### src/rtl/irq_ctrl.sv
// irq_ctrl: two-source interrupt controller (keypad, ethernet).
// Rising edges on the source levels are captured into per-source pending
// bits and payload buffers, and a three-state FSM presents one request at a
// time to the processor. Lost events are recorded in sticky overflow flags.
module irq_ctrl #(
   parameter int ETH_HIGH = 1   // 1: eth outranks key, 0: key outranks eth
) (
   input  logic        clk,
   input  logic        rst_n,
   input  logic        key_irq,
   input  logic [31:0] key_data,
   input  logic        eth_irq,
   input  logic [31:0] eth_data,
   input  logic        int_en,
   input  logic        int_ack,
   input  logic        int_done,
   input  logic        clr_ovf,
   output logic        irq,
   output logic [1:0]  irq_src,
   output logic [31:0] irq_data,
   output logic [1:0]  ovf
);

   localparam logic [1:0] S_IDLE    = 2'd0;
   localparam logic [1:0] S_REQ     = 2'd1;
   localparam logic [1:0] S_SERVICE = 2'd2;

   localparam logic [1:0] SRC_NONE = 2'b00;
   localparam logic [1:0] SRC_KEY  = 2'b01;
   localparam logic [1:0] SRC_ETH  = 2'b10;

   logic [1:0]  state;
   logic        key_prev, eth_prev;
   logic [1:0]  pend;          // bit0 key, bit1 eth
   logic [31:0] key_buf, eth_buf;

   logic        key_ev, eth_ev;
   logic        ack_fire, key_clr, eth_clr;
   logic        key_lost, eth_lost;
   logic [1:0]  win_src;
   logic [31:0] win_data;

   assign key_ev   = key_irq & ~key_prev;
   assign eth_ev   = eth_irq & ~eth_prev;

   // The ack clears the served source; an event arriving on that same edge
   // re-arms it instead of counting as lost.
   assign ack_fire = (state == S_REQ) & int_ack;
   assign key_clr  = ack_fire & (irq_src == SRC_KEY);
   assign eth_clr  = ack_fire & (irq_src == SRC_ETH);
   assign key_lost = key_ev & pend[0] & ~key_clr;
   assign eth_lost = eth_ev & pend[1] & ~eth_clr;

   // Pick the highest-priority pending source and its payload.
   always_comb begin
      win_src  = SRC_NONE;
      win_data = 32'd0;
      if (ETH_HIGH != 0) begin
         if (pend[1]) begin
            win_src  = SRC_ETH;
            win_data = eth_buf;
         end else if (pend[0]) begin
            win_src  = SRC_KEY;
            win_data = key_buf;
         end
      end else begin
         if (pend[0]) begin
            win_src  = SRC_KEY;
            win_data = key_buf;
         end else if (pend[1]) begin
            win_src  = SRC_ETH;
            win_data = eth_buf;
         end
      end
   end

   // Edge history, pending bits and payload buffers. During reset the
   // history tracks the inputs so a level already high is not an event.
   always_ff @(posedge clk) begin
      key_prev <= key_irq;
      eth_prev <= eth_irq;
      if (!rst_n) begin
         pend    <= 2'b00;
         key_buf <= 32'd0;
         eth_buf <= 32'd0;
      end else begin
         if (key_ev && !key_lost) begin
            pend[0] <= 1'b1;
            key_buf <= key_data;
         end else if (key_clr) begin
            pend[0] <= 1'b0;
         end
         if (eth_ev && !eth_lost) begin
            pend[1] <= 1'b1;
            eth_buf <= eth_data;
         end else if (eth_clr) begin
            pend[1] <= 1'b0;
         end
      end
   end

   // Sticky overflow flags; a new loss beats a simultaneous clear.
   always_ff @(posedge clk) begin
      if (!rst_n) begin
         ovf <= 2'b00;
      end else begin
         ovf <= (clr_ovf ? 2'b00 : ovf) | {eth_lost, key_lost};
      end
   end

   // Request/service handshake with the processor; no nesting.
   always_ff @(posedge clk) begin
      if (!rst_n) begin
         state    <= S_IDLE;
         irq      <= 1'b0;
         irq_src  <= SRC_NONE;
         irq_data <= 32'd0;
      end else begin
         case (state)
            S_IDLE: begin
               if (int_en && (pend != 2'b00)) begin
                  state    <= S_REQ;
                  irq      <= 1'b1;
                  irq_src  <= win_src;
                  irq_data <= win_data;
               end
            end
            S_REQ: begin
               if (int_ack) begin
                  state <= S_SERVICE;
                  irq   <= 1'b0;
               end else if (!int_en) begin
                  state   <= S_IDLE;
                  irq     <= 1'b0;
                  irq_src <= SRC_NONE;
               end
            end
            S_SERVICE: begin
               if (int_done) begin
                  state   <= S_IDLE;
                  irq_src <= SRC_NONE;
               end
            end
            default: begin
               state   <= S_IDLE;
               irq     <= 1'b0;
               irq_src <= SRC_NONE;
            end
         endcase
      end
   end

endmodule

### config.mk
export PLATFORM = sky130hd
export DESIGN_NAME = irq_ctrl
export DESIGN_NICKNAME = d
export VERILOG_FILES = /design/src/rtl/irq_ctrl.sv
export SDC_FILE = /design/constraint.sdc
export NUM_CORES = 1
export LEC_CHECK = 0
export CELL_PAD_IN_SITES_DETAIL_PLACEMENT = 1
export CELL_PAD_IN_SITES_GLOBAL_PLACEMENT = 1
export CORE_MARGIN = 2
export CORE_UTILIZATION = 38
export CTS_BUF_LIST = sky130_fd_sc_hd__clkbuf_4 sky130_fd_sc_hd__clkbuf_8
export CTS_CLUSTER_DIAMETER = 120
export CTS_CLUSTER_SIZE = 30
export DETAILED_ROUTE_END_ITERATION = 6
export PLACE_DENSITY = 0.86
export SLEW_MARGIN = 15
export SYNTH_ARGS = -nofsm -noshare
export SYNTH_HDL_FRONTEND = slang
export SYNTH_SLANG_ARGS = --single-unit
### constraint.sdc
create_clock -name clk -period 1.6 [get_ports clk]
set_input_delay 0.4 -clock clk [delete_from_list [all_inputs] [get_ports clk]]
set_output_delay 0.4 -clock clk [all_outputs]
set_load 0.01 [all_outputs]
==> run metrics <==
GRT Total Usage=21.6%; RSZ-0062 raised after global routing=yes; Final min period=1.59 ns; startpoint types=input pin; sequential fraction of the synthesis area=47.6%; die area=12700 um^2; most frequent cells in the layout=nand2_1 (138), dfxtp_1 (104), clkdlybuf4s50_1 (67), mux2i_1 (63), dlygate4sd2_1 (39); Max clock buf depth=2; nets=671; clk sinks=107; violations in the final reports=design-rule violations; end of the worst register-to-register path=key_buf[2]; Pleak=2.40 nW; GPL Wtd Cong=0.826; final worst path period share=99.2%; cells on worst reg2reg path=5; first-pass GRT wire length=21.9 mm; vias in the first global route=4296; hold path start=eth_irq; vias=4040; Starting Density=39.1%; Synth Net Count=559; FMAX=630 MHz; reg2reg setup slack=0.04 ns; FILL cells=1294; Worst-path clk slew=0.10 ns; hpwl dp=9.66 mm; clock tree root driver cell=clkbuf_8; total power=5.63 mW; flops & latches, synth=107; synth warn=0; crit path kind=in -> reg; area delta synth->final=36.4%; final antenna-violating net count=0; Slew headroom=70.5%; vias per cell=5.41; drt pass-1 iters=6; Clock Skews=0.00966 ns; layout cells sized above 1=11.9%; total gr overflow=0; Core ar.=11500 um^2; CTS tree=done; Worst-Margin Slew=0.441 ns; IO buf count=108; sink of the worst hold path=eth_prev; Unique masters post-synth=34; CP endpoint kind=flop; Final Hold Violating Endpoints=0; Synth Instances=487; multi-input logic area=2150 um^2; H-tree depth=3; Die W=113 um; Slew Limit Fails=0; Std-Cell Rows=39; cts hold-fix bufs=0; Avg Cell Area, Syn=9.25 um^2; Num CTS Buffers=9; worst r2r src=irq_src[1]; crit path DAT=1.85 ns; status=finished with violations; worst hold path class=in -> reg; clk_lat worst skew=0.38 ns; Reg area=2150 um^2; Cells after DPL=725; antenna diode count=0; DR WL/cell=19.4 um; Power Dens Cells=917 nW/um^2; non-filler cells, final=747; required time of the critical path=1.87 ns; DRT iter0 DRCs=218; Post-Route WL=14.5 mm; Chip Height=113 um; Crit Path Max Fanout=17; most common cell after layout, fill and taps aside=nand2_1; initial antenna violation count=0; hold path cells=1; Setup TNS=0 ns; worst vdd ir=0.410 mV; Max Cap Viol=0; Top Ports=109; Setup-failing EPs final=0; Netlist Area Pre-Place=4500 um^2; pin count of the biggest net entering global routing=63; number of remaining DRC errors=6
[worst max path at each step]
stage	slack (ns)	startpoint	endpoint
finish	0.01	int_en	irq_data[6]
global placement	-0.38	key_irq	key_buf[14]
global route	-0.01	int_en	irq_src[0]
detailed placement	-0.43	int_ack	eth_buf[9]
floorplan	0.17	state[1]	key_buf[10]
CTS	0.01	eth_irq	eth_buf[9]
[where the power goes]
| group | total (mW) | internal, mW | switching, mW | leakage [nW] |
|---|---|---|---|---|
| clock | 1.59 | 0.644 | 0.944 | 0.0932 |
| sequential | 2.94 | 2.83 | 0.111 | 0.876 |
| combinational | 1.10 | 0.549 | 0.554 | 1.43 |
[cells by family after synthesis]
group	count (synthesis)	share of synthesized area, %
buf+inv	45	5.42
flops	107	47.6
simple gates	166	16.2
mux	66	14.7
compound gates	103	16.1
[repair_timing]
action	CTS	global route
endpoints found under the setup margin	66	13
pin swaps	1	1
gates cloned	1	3
gates resized for setup	45	6
buffers inserted	1	1
[worst max-delay path, cell delays in order]
cell and delay, ns:
clkdlybuf4s50_1 0.56, o21a_1 0.19, buf_4 0.25, a21oi_1 0.10
a311oi_1 0.34
[metal layers]
layer	GRT usage, %	up-vias	part of all wire [%]
li1	-	1924	-
met1	25.4	2014	43
met2	39.4	85	52
met3	4.12	17	3.4
met4	7.56	0	1.6
met5	0	-	0
[state kept, by name, summed over array words and instances, names as in the netlist, 2 cells and up]
| signal | flops |
|---|---|
| eth_buf | 32 |
| irq_data | 32 |
| irq_src | 2 |
| key_buf | 32 |
| ovf | 2 |
| pend | 2 |
| state | 2 |
[per-stage QoR]
| stage | instance area (um^2) | hold slack, ns | setup WS [ns] | util (%) |
|---|---|---|---|---|
| 6_report | 6140 | 0.197 | 0.0121 | 53.3 |
| 5_1_grt | 6140 | 0.186 | -0.0116 | 53.3 |
| 4_1_cts | 6030 | 0.413 | 0.0143 | 52.3 |
| 3_5_place_dp | 5840 | 0.448 | -0.429 | 50.7 |
| 2_1_floorplan | 4500 | 0.428 | 0.173 | - |
| 3_3_place_gp | 5840 | 0.442 | -0.380 | 50.7 |
[area by class of cell]
| cell class | count | share of cell area, % |
|---|---|---|
| repair buffers | 144 | 24.0 |
| multi-input cells | 335 | 35.1 |
| clock buffers | 12 | 2.49 |
| inverters | 2 | 0.122 |
| well taps | 143 | 2.91 |
| clock inverters | 4 | 0.428 |
| flip-flops and latches | 107 | 34.9 |
[synth_stat cells]
cell / n / area [um^2]
inv_2: 1 / 3.75
inv_1: 1 / 3.75
o21ai_0: 3 / 15.0
or3b_1: 1 / 8.76
a311oi_1: 8 / 70.1
a22oi_1: 24 / 180
nor3_1: 1 / 5.00
nand3_1: 2 / 10.0
nor3b_1: 1 / 7.51
nand3b_1: 10 / 75.1
and2b_1: 1 / 7.51
nand2b_1: 5 / 31.3
a21boi_0: 1 / 7.51
buf_2: 12 / 60.1
o31ai_1: 2 / 15.0
buf_6: 3 / 33.8
o21a_1: 3 / 22.5
or3b_2: 2 / 17.5
a211oi_1: 24 / 180
a221oi_2: 1 / 15.0
nand2_1: 138 / 518
nor2_2: 1 / 6.26
a2111oi_0: 1 / 8.76
a21oi_1: 34 / 170
nor2b_1: 1 / 6.26
nor3_2: 1 / 10.0
buf_8: 3 / 45.0
o31ai_4: 2 / 42.5
dfxtp_1: 107 / 2140
or2_2: 1 / 6.26
clkbuf_1: 24 / 90.1
buf_4: 1 / 7.51
nand3b_4: 1 / 20.0
mux2i_1: 66 / 661
Power figures use the tool's default switching activity.
==> RTL edit (same settings) <==
Add an input register stage for `key_irq`, `key_data` and `eth_irq`; this delays them by one clock. The other inputs are not delayed to match.
--- a/src/rtl/irq_ctrl.sv
+++ b/src/rtl/irq_ctrl.sv
@@ -29,6 +29,16 @@
    localparam logic [1:0] SRC_KEY  = 2'b01;
    localparam logic [1:0] SRC_ETH  = 2'b10;
 
+   logic key_irq_q;
+   logic [31:0] key_data_q;
+   logic eth_irq_q;
+
+   always_ff @(posedge clk) begin
+      key_irq_q  <= key_irq;
+      key_data_q <= key_data;
+      eth_irq_q  <= eth_irq;
+   end
+
    logic [1:0]  state;
    logic        key_prev, eth_prev;
    logic [1:0]  pend;          // bit0 key, bit1 eth
@@ -40,8 +50,8 @@
    logic [1:0]  win_src;
    logic [31:0] win_data;
 
-   assign key_ev   = key_irq & ~key_prev;
-   assign eth_ev   = eth_irq & ~eth_prev;
+   assign key_ev   = key_irq_q & ~key_prev;
+   assign eth_ev   = eth_irq_q & ~eth_prev;
 
    // The ack clears the served source; an event arriving on that same edge
    // re-arms it instead of counting as lost.
@@ -77,8 +87,8 @@
    // Edge history, pending bits and payload buffers. During reset the
    // history tracks the inputs so a level already high is not an event.
    always_ff @(posedge clk) begin
-      key_prev <= key_irq;
-      eth_prev <= eth_irq;
+      key_prev <= key_irq_q;
+      eth_prev <= eth_irq_q;
       if (!rst_n) begin
          pend    <= 2'b00;
          key_buf <= 32'd0;
@@ -86,7 +96,7 @@
       end else begin
          if (key_ev && !key_lost) begin
             pend[0] <= 1'b1;
-            key_buf <= key_data;
+            key_buf <= key_data_q;
          end else if (key_clr) begin
             pend[0] <= 1'b0;
          end
Behaviour: not the same (a bounded check fails within 4 cycles, from zero or initial values and one cycle with rst_n low).
==> RTL edit against the unedited design <==
  * Sequential power rose by 31%
  * Clock power up 95%
  * Area after synthesis up 19%
  * Global-route usage is 1.4 points lower
  * Synthesized cell count up 13%
  * Design area grew 14%
  * Setup slack improved by 0.0050 ns
  * Sequential cell count grew 34
  * Via count increased by 7.8%
  * Total power up 40%
  * Fmax grew 0.32%
  * Routed wire length grew 2.6%
  * Critical path type is now reg2out
  * Largest power group unchanged
==> RTL edit: results (changes against the unedited design) <==
| Metric | Value |
|---|---|
| Status | `finished clean (was finished, violations left)` |
| WL met2 | `7820 um (was 7580 um)` |
| Vias post-DR | `4,354 (was 4,040)` |
| Post-Syn Nets | `620 (was 559)` |
| Slew headroom | `73.3% (was 70.5%)` |
| Seq cells | `141 (was 107)` |
| Max IR drop VDD | `0.808 mV (was 0.410 mV)` |
| Layout Skew | `0.0110 ns (was 0.00966 ns)` |
| Hold Slack | `0.376 ns (was 0.197 ns)` |
| Gr usage total | `20.2% (was 21.6%)` |
| Buffers excl. clock | `131 (was 144)` |
| HP Start | `key_irq_q (was eth_irq)` |
| Crit path DAT | `1.18 ns (was 1.85 ns)` |
| Final #Nets | `723 (was 671)` |
| Largest stage delay, worst path | `0.41 ns (was 0.56 ns)` |
| Slowest CP cell | `dfxtp_1 (was clkdlybuf4s50_1)` |
| Setup crit end | `irq_src[1] (was irq_data[6])` |
| Fin crit share | `98.9% (was 99.2%)` |
| Clk Latency, worst-skew pair | `0.44 ns (was 0.38 ns)` |
| Sequential share of cell area | `40.3% (was 34.9%)` |
| Min-delay worst type | `reg2reg (was in2reg)` |
| Delay-heaviest family, CP | `flip-flops (was buffers and inverters)` |
| Post-DP HPWL | `10,100 um (was 9660 um)` |
| M2 GR Usage | `36.8% (was 39.4%)` |
| Met3 usage | `4.18% (was 4.12%)` |
| Synth top area cells | `dfxtp_1 53%, mux2i_1 12%, nand2_1 11% (was dfxtp_1 48%, mux2i_1 15%, nand2_1 12%)` |
| Number of fill cells | `1,562 (was 1,294)` |
| Leak | `2.69 nW (was 2.40 nW)` |
| Worst Setup SP | `irq_src[1] (was int_en)` |
| Layout cells sized above 1 | `10.4% (was 11.9%)` |
| Gpl congestion | `0.823 (was 0.826)` |
| Sw Pwr | `0.00194 W (was 0.00161 W)` |
| Reg2Reg Depth | `4 (was 5)` |
| Final Util | `50.7% (was 53.3%)` |
| Critical R2R Capture | `key_buf[15] (was key_buf[2])` |
==> RTL edit: what timing repair did <==
item | CTS | global route
pin swaps | 1 | 0
endpoints found under the hold margin | 0 | 0
gates resized for setup | 39 | 4
setup endpoints to repair | 43 | 29
==> RTL edit: power by group through the flow <==
| stage | Clock [W] | Combinational [W] | Sequential, W |
|---|---|---|---|
| final | 0.00310 | 0.000952 | 0.00384 |
| after CTS | 0.00316 | 0.000953 | 0.00384 |
| after detailed placement | 0 | 0.000986 | 0.00392 |
| after global routing | 0.00331 | 0.00102 | 0.00386 |
| after global placement | 0 | 0.000938 | 0.00391 |
| after floorplan | 0 | 0.000499 | 0.00391 |
==> RTL edit: cell families (layout without fill, tap and decap cells) <==
family                 after synthesis  count (layout)
AO/OA/AOI/OAI                       82              82
buffers and inverters               48             164
flip-flops                         141             141
multiplexers                        66              66
AND/OR/NAND/NOR                    211             211
